$ cat config.mk
export PLATFORM = sky130hd
export DESIGN_NAME = display_scan_scheduler_flat
export DESIGN_NICKNAME = d
export VERILOG_FILES = /design/src/rtl/display_scan_scheduler_pkg.sv /design/src/rtl/display_scan_scheduler_if.sv /design/src/rtl/display_scan_scheduler_scan_prescaler.sv /design/src/rtl/display_scan_scheduler.sv /design/src/flat_wrapper.sv
export SDC_FILE = /design/constraint.sdc
export NUM_CORES = 1
export LEC_CHECK = 0
export ABC_AREA = 1
export CAP_MARGIN = 10
export CORE_AREA = 10 10 138 140
export DETAILED_ROUTE_END_ITERATION = 6
export DIE_AREA = 0 0 148 150
export MAX_ROUTING_LAYER = met4
export SLEW_MARGIN = 30
export SYNTH_ARGS = -nofsm -noshare
export SYNTH_HDL_FRONTEND = slang
export SYNTH_HIERARCHICAL = 1
export SYNTH_SLANG_ARGS = --single-unit
$ cat constraint.sdc
create_clock -name clk -period 2.74 [get_ports clk]
set_input_delay 0.411 -clock clk [delete_from_list [all_inputs] [get_ports clk]]
set_output_delay 0.411 -clock clk [all_outputs]
set_load 0.01 [all_outputs]
$ cat src/rtl/display_scan_scheduler_pkg.sv
// Shared types and constants for the display scan scheduler.
// Holds the scan FSM encoding, the nibble width and a width helper.
package display_pkg;

  typedef enum logic {
    ST_BLANK = 1'b0,
    ST_DRIVE = 1'b1
  } scan_state_t;

  localparam int NIBBLE_W = 4;

  // Digit drive is active-low; this bit is replicated to switch every digit off.
  localparam logic DIGIT_OFF = 1'b1;

  function automatic int clog2_min1(input int value);
    return (value <= 1) ? 1 : $clog2(value);
  endfunction

endpackage

$ cat src/rtl/display_scan_scheduler_if.sv
// Decoder/digit-drive side of the scan scheduler.
// The scheduler drives it through master; a display model or decoder listens through slave.
interface display_scan_scheduler_if #(
    parameter int NUM_DIGITS = 6
);
    logic [3:0]            dec_data;
    logic                  dec_mode;
    logic                  dec_enable;
    logic [NUM_DIGITS-1:0] digit_sel;
    logic                  frame_done;
    logic                  blink_phase;

    modport master (
        output dec_data,
        output dec_mode,
        output dec_enable,
        output digit_sel,
        output frame_done,
        output blink_phase
    );

    modport slave (
        input dec_data,
        input dec_mode,
        input dec_enable,
        input digit_sel,
        input frame_done,
        input blink_phase
    );
endinterface

$ cat src/rtl/display_scan_scheduler_scan_prescaler.sv
// Loadable down-counter for the slot timer; tc is high while the count is zero.
// A load takes priority over counting, so reloading on tc starts the next interval.
module scan_prescaler #(
    parameter int W = 4
) (
    input  logic         clk,
    input  logic         rst_n,
    input  logic         load,
    input  logic [W-1:0] load_val,
    output logic         tc
);
    logic [W-1:0] count;

    always_ff @(posedge clk or negedge rst_n) begin
        if (!rst_n) begin
            count <= '0;
        end else if (load) begin
            count <= load_val;
        end else if (count != '0) begin
            count <= count - W'(1);
        end
    end

    assign tc = (count == '0);
endmodule

$ cat src/rtl/display_scan_scheduler.sv
// Scans NUM_DIGITS digit slots through one shared seven-segment decoder with
// blanking dead time, per-digit blink and frame-boundary content updates.
module display_scan_scheduler
    import display_pkg::*;
#(
    parameter int NUM_DIGITS   = 6,
    parameter int SCAN_DIV     = 1000,
    parameter int BLANK_CYC    = 2,
    parameter int BLINK_FRAMES = 64
) (
    input  logic                             clk,
    input  logic                             rst_n,
    input  logic [NIBBLE_W*NUM_DIGITS-1:0]   digits_in,
    input  logic [NUM_DIGITS-1:0]            mode_in,
    input  logic [NUM_DIGITS-1:0]            enable_in,
    input  logic [NUM_DIGITS-1:0]            blink_mask,
    input  logic                             load,
    output scan_state_t                      state_dbg,
    display_scan_scheduler_if.master         disp
);
    localparam int SLOT_W  = clog2_min1((SCAN_DIV > BLANK_CYC) ? SCAN_DIV : BLANK_CYC);
    localparam int IDX_W   = clog2_min1(NUM_DIGITS);
    localparam int FRAME_W = clog2_min1(BLINK_FRAMES);

    localparam logic [IDX_W-1:0]   LAST_IDX   = IDX_W'(NUM_DIGITS - 1);
    localparam logic [FRAME_W-1:0] LAST_FRAME = FRAME_W'(BLINK_FRAMES - 1);
    localparam logic [SLOT_W-1:0]  DRIVE_LEN  = SLOT_W'(SCAN_DIV - 1);
    localparam logic [SLOT_W-1:0]  BLANK_LEN  = SLOT_W'(BLANK_CYC - 1);

    scan_state_t state, state_n;
    logic [IDX_W-1:0]   index, index_n;
    logic [FRAME_W-1:0] frame_cnt;
    logic               blink_q;
    logic               wrap;
    logic               slot_tc;
    logic               pre_load;
    logic [SLOT_W-1:0]  pre_val;

    logic [NUM_DIGITS-1:0][NIBBLE_W-1:0] shadow_data, pending_data;
    logic [NUM_DIGITS-1:0]               shadow_mode, pending_mode;
    logic [NUM_DIGITS-1:0]               shadow_en, pending_en;
    logic                                pending_flag;

    logic                  drive_n;
    logic [NUM_DIGITS-1:0] sel_n;

    // After reset the counter sits at zero, so the first blank lasts one cycle;
    // reset itself already held every digit dark.
    scan_prescaler #(
        .W(SLOT_W)
    ) u_slot_timer (
        .clk      (clk),
        .rst_n    (rst_n),
        .load     (pre_load),
        .load_val (pre_val),
        .tc       (slot_tc)
    );

    always_comb begin
        state_n  = state;
        index_n  = index;
        pre_load = 1'b0;
        pre_val  = '0;
        wrap     = 1'b0;
        case (state)
            ST_BLANK: begin
                if (slot_tc) begin
                    state_n  = ST_DRIVE;
                    pre_load = 1'b1;
                    pre_val  = DRIVE_LEN;
                end
            end
            ST_DRIVE: begin
                if (slot_tc) begin
                    state_n  = ST_BLANK;
                    pre_load = 1'b1;
                    pre_val  = BLANK_LEN;
                    if (index == LAST_IDX) begin
                        index_n = '0;
                        wrap    = 1'b1;
                    end else begin
                        index_n = index + IDX_W'(1);
                    end
                end
            end
            default: begin
                state_n = ST_BLANK;
            end
        endcase
    end

    always_ff @(posedge clk or negedge rst_n) begin
        if (!rst_n) begin
            state <= ST_BLANK;
            index <= '0;
        end else begin
            state <= state_n;
            index <= index_n;
        end
    end

    // A load coinciding with the wrap lands in pending and keeps the flag set,
    // so it is applied at the following wrap rather than this one.
    always_ff @(posedge clk or negedge rst_n) begin
        if (!rst_n) begin
            pending_data <= '0;
            pending_mode <= '0;
            pending_en   <= '0;
            pending_flag <= 1'b0;
            shadow_data  <= '0;
            shadow_mode  <= '0;
            shadow_en    <= '0;
        end else begin
            if (wrap && pending_flag) begin
                shadow_data <= pending_data;
                shadow_mode <= pending_mode;
                shadow_en   <= pending_en;
            end
            if (load) begin
                pending_data <= digits_in;
                pending_mode <= mode_in;
                pending_en   <= enable_in;
                pending_flag <= 1'b1;
            end else if (wrap) begin
                pending_flag <= 1'b0;
            end
        end
    end

    always_ff @(posedge clk or negedge rst_n) begin
        if (!rst_n) begin
            frame_cnt <= '0;
            blink_q   <= 1'b0;
        end else if (wrap) begin
            if (frame_cnt == LAST_FRAME) begin
                frame_cnt <= '0;
                blink_q   <= ~blink_q;
            end else begin
                frame_cnt <= frame_cnt + FRAME_W'(1);
            end
        end
    end

    // Outputs are computed from the next state so registered drive lines up with the FSM.
    always_comb begin
        drive_n = (state_n == ST_DRIVE);
        sel_n   = {NUM_DIGITS{DIGIT_OFF}};
        if (drive_n) begin
            sel_n = ~({{(NUM_DIGITS-1){1'b0}}, 1'b1} << index_n);
        end
    end

    always_ff @(posedge clk or negedge rst_n) begin
        if (!rst_n) begin
            disp.digit_sel  <= {NUM_DIGITS{DIGIT_OFF}};
            disp.dec_data   <= '0;
            disp.dec_mode   <= 1'b0;
            disp.dec_enable <= 1'b0;
            disp.frame_done <= 1'b0;
        end else begin
            disp.digit_sel  <= sel_n;
            disp.dec_data   <= drive_n ? shadow_data[index_n] : '0;
            disp.dec_mode   <= drive_n & shadow_mode[index_n];
            disp.dec_enable <= drive_n & shadow_en[index_n]
                               & ~(blink_mask[index_n] & blink_q);
            disp.frame_done <= wrap;
        end
    end

    assign disp.blink_phase = blink_q;
    assign state_dbg        = state;
endmodule

$ cat src/flat_wrapper.sv
// flat-port wrapper written by rule: the top's interface ports become plain ports
module display_scan_scheduler_flat import display_pkg::*;
#(
    parameter int NUM_DIGITS   = 6,
    parameter int SCAN_DIV     = 1000,
    parameter int BLANK_CYC    = 2,
    parameter int BLINK_FRAMES = 64
)
  (clk, rst_n, digits_in, mode_in, enable_in, blink_mask, load, state_dbg, disp_dec_data, disp_dec_mode, disp_dec_enable, disp_digit_sel, disp_frame_done, disp_blink_phase);
  display_scan_scheduler_if #(.NUM_DIGITS(NUM_DIGITS)) disp_i ();
  input  logic clk;
  input  logic rst_n;
  input  logic [NIBBLE_W*NUM_DIGITS-1:0] digits_in;
  input  logic [NUM_DIGITS-1:0] mode_in;
  input  logic [NUM_DIGITS-1:0] enable_in;
  input  logic [NUM_DIGITS-1:0] blink_mask;
  input  logic load;
  output scan_state_t state_dbg;
  output wire logic [$bits(disp_i.dec_data)-1:0] disp_dec_data;
  output wire logic [$bits(disp_i.dec_mode)-1:0] disp_dec_mode;
  output wire logic [$bits(disp_i.dec_enable)-1:0] disp_dec_enable;
  output wire logic [$bits(disp_i.digit_sel)-1:0] disp_digit_sel;
  output wire logic [$bits(disp_i.frame_done)-1:0] disp_frame_done;
  output wire logic [$bits(disp_i.blink_phase)-1:0] disp_blink_phase;
  assign disp_dec_data = disp_i.dec_data;
  assign disp_dec_mode = disp_i.dec_mode;
  assign disp_dec_enable = disp_i.dec_enable;
  assign disp_digit_sel = disp_i.digit_sel;
  assign disp_frame_done = disp_i.frame_done;
  assign disp_blink_phase = disp_i.blink_phase;
  display_scan_scheduler #(.NUM_DIGITS(NUM_DIGITS), .SCAN_DIV(SCAN_DIV), .BLANK_CYC(BLANK_CYC), .BLINK_FRAMES(BLINK_FRAMES)) u_core (.clk(clk), .rst_n(rst_n), .digits_in(digits_in), .mode_in(mode_in), .enable_in(enable_in), .blink_mask(blink_mask), .load(load), .state_dbg(state_dbg), .disp(disp_i));
endmodule
Word-level counts from Yosys, hierarchy flattened
Cells that the tools add are included.
{"block": "word_totals", "ff_bits": 107, "wordCells": 75}
{"block": "classes", "n_addsub": 3, "magnitude_cmp": 1, "eq_ne": 2, "shift": 1, "muxes": 27, "bitwise": 8, "n_reduce_logical": 6}
{"operator": "$mux 10", "n": 3}
{"operator": "$pmux 10 s2", "n": 1}
{"operator": "$bmux 4 s3", "n": 1}
{"operator": "$mux 6", "n": 2}
{"operator": "$mux 1", "n": 11}
{"operator": "$logic_not 10->1", "n": 1}
{"operator": "$reduce_bool 10->1", "n": 1}
{"operator": "$sub 10x1->10 const B", "n": 1}
{"operator": "$bmux 1 s3", "n": 3}
{"operator": "$mux 3", "n": 3}
{"operator": "$mux 4", "n": 2}
{"operator": "$add 6x1->6 const B", "n": 1}
{"operator": "$eq 6x6->1 const B", "n": 1}
{"operator": "$not 6->6", "n": 1}
{"operator": "$shl 1x3->6 const A", "n": 1}
{"operator": "$and 1x1->1", "n": 4}
{"operator": "$lt 3x4->1 const B", "n": 1}
{"operator": "$reduce_bool 2->1", "n": 2}
{"operator": "$add 3x1->3 const B", "n": 1}
{"operator": "$eq 3x3->1 const B", "n": 1}
{"operator": "$not 1->1", "n": 3}
{"operator": "$pmux 1 s2", "n": 1}
{"operator": "$reduce_and 2->1", "n": 1}
{"operator": "$logic_and 1x1->1", "n": 1}

Logic depth before layout (Yosys ltp)
{"block": "depth", "depth_word": 9, "depth_mapped": 17, "depth_no_buf": 16}

Modules after synthesis
The synthesis kept the hierarchy.
{"mod": "display_scan_scheduler", "n_inst": 1, "cells_per_inst": 455, "area_per_inst_um2": 4102.7, "seq_area_each_um2": 2434.8}
{"mod": "scan_prescaler", "n_inst": 1, "cells_per_inst": 95, "area_per_inst_um2": 695.7, "seq_area_each_um2": 250.2}

Worst setup path after synthesis
No wires, ideal clock.
{"block": "synth_timing", "path_type": "reg-to-reg", "from": "register u_core.u_slot_timer.count[0]", "to": "register u_core.disp.dec_data[2]", "setup_time_ns": 0.118, "arrival_time_ns": 2.146, "required_time_ns": 2.622, "slack_ns": 0.476, "stages_incl_launch_ff": 14, "n_path_buf": 1, "synth_period_minus_slack_ns": 2.264, "cell_sequence": "dfrtp_1 -> inv_1 -> ha_1 -> inv_1 -> nor2_2 -> nand4_2 -> nor2_2 -> nand3_4 -> nand2_1 -> nand2_4 -> buf_6 -> o21bai_1 -> a21oi_1 -> nor2_1"}
{"element": "from (decl)", "line_no": "display_scan_scheduler_scan_prescaler.sv:12", "text": "logic [W-1:0] count;"}
{"element": "from (signal assigned)", "line_no": "display_scan_scheduler_scan_prescaler.sv:18", "text": "count <= load_val;"}
{"element": "from (signal assigned)", "line_no": "display_scan_scheduler_scan_prescaler.sv:20", "text": "count <= count - W'(1);"}
{"element": "$logic_not 10->1", "line_no": "display_scan_scheduler_scan_prescaler.sv:24", "text": "assign tc = (count == '0);"}
{"element": "$mux 1"}
{"element": "via u_core.pre_load", "line_no": "display_scan_scheduler.sv:36", "text": "logic pre_load;"}
{"element": "$pmux 1 s2", "line_no": "display_scan_scheduler.sv:65", "text": "case (state)"}
{"element": "$mux 4", "line_no": "display_scan_scheduler.sv:162", "text": "disp.dec_data <= drive_n ? shadow_data[index_n] : '0;"}
{"element": "to (signal assigned)", "line_no": "display_scan_scheduler.sv:162"}
{"element": "to (decl)", "line_no": "display_scan_scheduler_if.sv:14", "text": "output dec_data,"}
The timed path passes the listed nets, and every way through them passes these cells. The select of a mux whose other input is x is not followed.
A chain may end at the register's enable or synchronous reset.

Worst setup path after layout
{"block": "layout_timing", "from": "register u_core.u_slot_timer.count[0]", "to": "register u_core.shadow_mode[5]"}
{"block": "layout_via", "elab_chain_len": 4}
{"element": "$logic_not 10->1", "line_no": "display_scan_scheduler_scan_prescaler.sv:24"}
{"element": "$mux 1", "line_no": "display_scan_scheduler.sv:74", "text": "if (slot_tc) begin"}
{"element": "$mux 1", "line_no": "display_scan_scheduler.sv:65"}
{"element": "via u_core.wrap", "line_no": "display_scan_scheduler.sv:34", "text": "logic wrap;"}
{"element": "$logic_and 1x1->1", "line_no": "display_scan_scheduler.sv:114", "text": "if (wrap && pending_flag) begin"}
{"element": "to (signal assigned)", "line_no": "display_scan_scheduler.sv:116", "text": "shadow_mode <= pending_mode;"}
{"element": "to (decl)", "line_no": "display_scan_scheduler.sv:40", "text": "logic [NUM_DIGITS-1:0] shadow_mode, pending_mode;"}
The timed path passes the listed nets, and every way through them passes these cells.

==> impl_metrics.json <==
{
  "status": "finished clean",
  "synth_top_area_frac": 0.5267,
  "yosys.area.top_type": "dfrtp_1",
  "reg2reg_depth": 12,
  "grt_max_degree": 73,
  "start_util": 0.2935,
  "drt_iter0_drc": 187,
  "setup_tns_ns": 0,
  "stdcell_area_um2": 5879,
  "grt_first_pass_wirelength_mm": 17.21,
  "nNetsFinal": 654,
  "cts.sinks": 107,
  "yosysWarnings": 6,
  "worst_slew_pin_slew_ns": 0.6211,
  "tritoncts": "built",
  "cp.arrival_ns": 2.65,
  "grt_util_all_layers": 0.09861,
  "cts-hold-fix-buffers": 0,
  "drt_wl_total_mm": 10.26,
  "ios": 60,
  "period_share": 0.8895,
  "synthDistinctLibCells": 38,
  "coreArea_um2": 16350,
  "syn_area_per_cell_um2": 8.724,
  "hold_class": "primary input to async pin",
  "ys_seq_area_frac": 0.5596,
  "synth_area_um2": 4798,
  "antenna_found_initial": 0,
  "final_cell_mix": "nand2_1 (150), dfrtp_1 (101), inv_1 (63)",
  "synth.area.top_cells": "dfrtp_1 (53%), nand2_1 (12%), o21ai_0 (6.2%)",
  "gr-total-overflow": 0,
  "grt_pass1_vias": 3514,
  "syn_inst": 550,
  "period_needed_ns": 2.437,
  "synthToLayoutAreaGrowth_pct": 22.53,
  "htree_num_levels": 3,
  "p_leak_nw": 2.739,
  "setup-violations-final": 0,
  "final_hold_viol_count": 0,
  "clk_latency_ns": 0.35,
  "synth_ff_type": "dfrtp_1",
  "die-area_um2": 22200,
  "portBuffers": 59,
  "powerDensity_nw_per_um2": 528.0,
  "numCtsBuffers": 9,
  "cp-start-kind": "flip-flop",
  "final_common_cell": "nand2_1",
  "clk_pin_slew_ns": 0.07,
  "async_flop_share": 1.000,
  "fmax_mhz": 410.3,
  "drive_above_1_share": 0.09672,
  "slew_headroom": 0.5859,
  "worstPathRequired_ns": 2.95,
  "drcViolationCount": 0,
  "multi_input_area_um2": 1762,
  "row_count": 47,
  "routabilityCongestion": 0.8443,
  "die_y_um": 150,
  "placed_area_um2": 5585,
  "grt_setup_unrepaired": "no",
  "synth_edf_count": 0,
  "detail-route-antenna-nets": 0,
  "n_fill_cell": 1766,
  "wl_per_cell_um": 12.36,
  "ys_ff_latch": 107,
  "cap_violations": 0,
  "fin_worst_skew_ns": 0.009372,
  "peakVddDrop_mv": 0.2826,
  "first_pass_iters": 4,
  "die_x_um": 148,
  "seq_area_um2": 2685,
  "end_kind": "flip-flop",
  "viasPerCell": 4.172,
  "vias": 3463,
  "fin_util": 0.3596,
  "cp_max_fo": 72,
  "clock_path_buffers": 2,
  "diodes": 0,
  "drv_slew": 0,
  "worstSetupPathType": "flip-flop to flip-flop",
  "cts-root-buf": "clkbuf_16",
  "dp.final_hpwl_mm": 7.431
}
cells in the mapped netlist, types with 7 or more instances:
cell / number
a21oi_1: 10
buf_2: 9
clkbuf_1: 8
dfrtp_1: 101
inv_1: 63
nand2_1: 150
nand2_2: 7
nand3_1: 17
nor2_1: 40
nor2_2: 7
o21ai_0: 59
o21ai_1: 28
per-layer routing:
metal  GRT usage  vias to the layer above  part of all wire
li1            -                     1832                 -
met1      0.1243                     1577              0.49
met2      0.1526                       52              0.47
met3     0.02627                        2             0.034
met4     0.02874                        0            0.0044
met5           -                        -                 0
metrics by stage:
step           power, mW  hold slack (ns)  setup slack [ns]  cells
6_report           3.104          0.08029            0.3027    830
5_1_grt            3.243           0.1225           0.05517    830
4_1_cts            3.156          0.09797            0.2528    830
3_5_place_dp       1.889           0.4735            0.2831    815
3_3_place_gp       1.885           0.4679            0.3834    815
2_1_floorplan      1.762           0.1154            0.4763    551
sequential cells by signal, indices dropped and copies added, names as in the netlist, 3 cells and up:
name,flops
u_core/pending_data,24
u_core/shadow_data,24
u_core/u_slot_timer/count,10
u_core/disp.digit_sel,6
u_core/frame_cnt,6
u_core/pending_en,6
u_core/pending_mode,6
u_core/shadow_en,6
u_core/shadow_mode,6
u_core/disp.dec_data,4
u_core/index,3
path summary, 6_finish.rpt:
kind	slack [ns]	from	endpoint
max in group asynchronous	1.88	rst_n	u_core/disp.digit_sel[0]
min in group clk	0.49	u_core/shadow_data[21]	u_core/shadow_data[21]
min reg2reg	0.49	u_core/shadow_data[21]	u_core/shadow_data[21]
max reg2reg	0.30	u_core/u_slot_timer/count[0]	u_core/shadow_mode[5]
max	0.30	u_core/u_slot_timer/count[0]	u_core/shadow_mode[5]
min	0.08	rst_n	u_core/u_slot_timer/count[0]
critical path, cell delays in order, from the launching register on:
cell     delay (ns)
dfrtp_1        0.37
inv_1          0.12
ha_1           0.22
inv_1          0.06
nor2_2         0.14
nand4_2        0.13
nor2_2         0.24
nand3_1        0.17
nor2_4         0.24
nand2_2        0.06
buf_4          0.31
nand2_1        0.14
o21ai_0        0.08
cells by family after synthesis:
logic type	synth area share
XOR/XNOR	0.009126
adder cells (fa/ha/maj)	0.007824
AO/OA/AOI/OAI	0.1173
other	0.0007815
buffers and inverters	0.07588
AND/OR/NAND/NOR	0.2295
flip-flops	0.5596
area by class of cell:
class                           count  share of cell area
Multi-Input combinational cell    358              0.2996
Inverter                           65             0.04150
Clock buffer                       11             0.04129
Sequential cell                   107              0.4567
Clock inverter                      4            0.007236
Tap cell                          220             0.04682
Timing Repair Buffer               65              0.1068
where the power goes:
group | switching [mW] | total, mW | internal [mW]
registers | 0.0222 | 1.65 | 1.63
logic | 0.106 | 0.196 | 0.0892
clock network | 0.595 | 1.25 | 0.658
total | 0.724 | 3.10 | 2.38
timing repair:
action	CTS	global route
setup endpoints to repair	0	3
setup buffers	0	0
resized for setup	0	1
(Power assumes the default switching activity.)
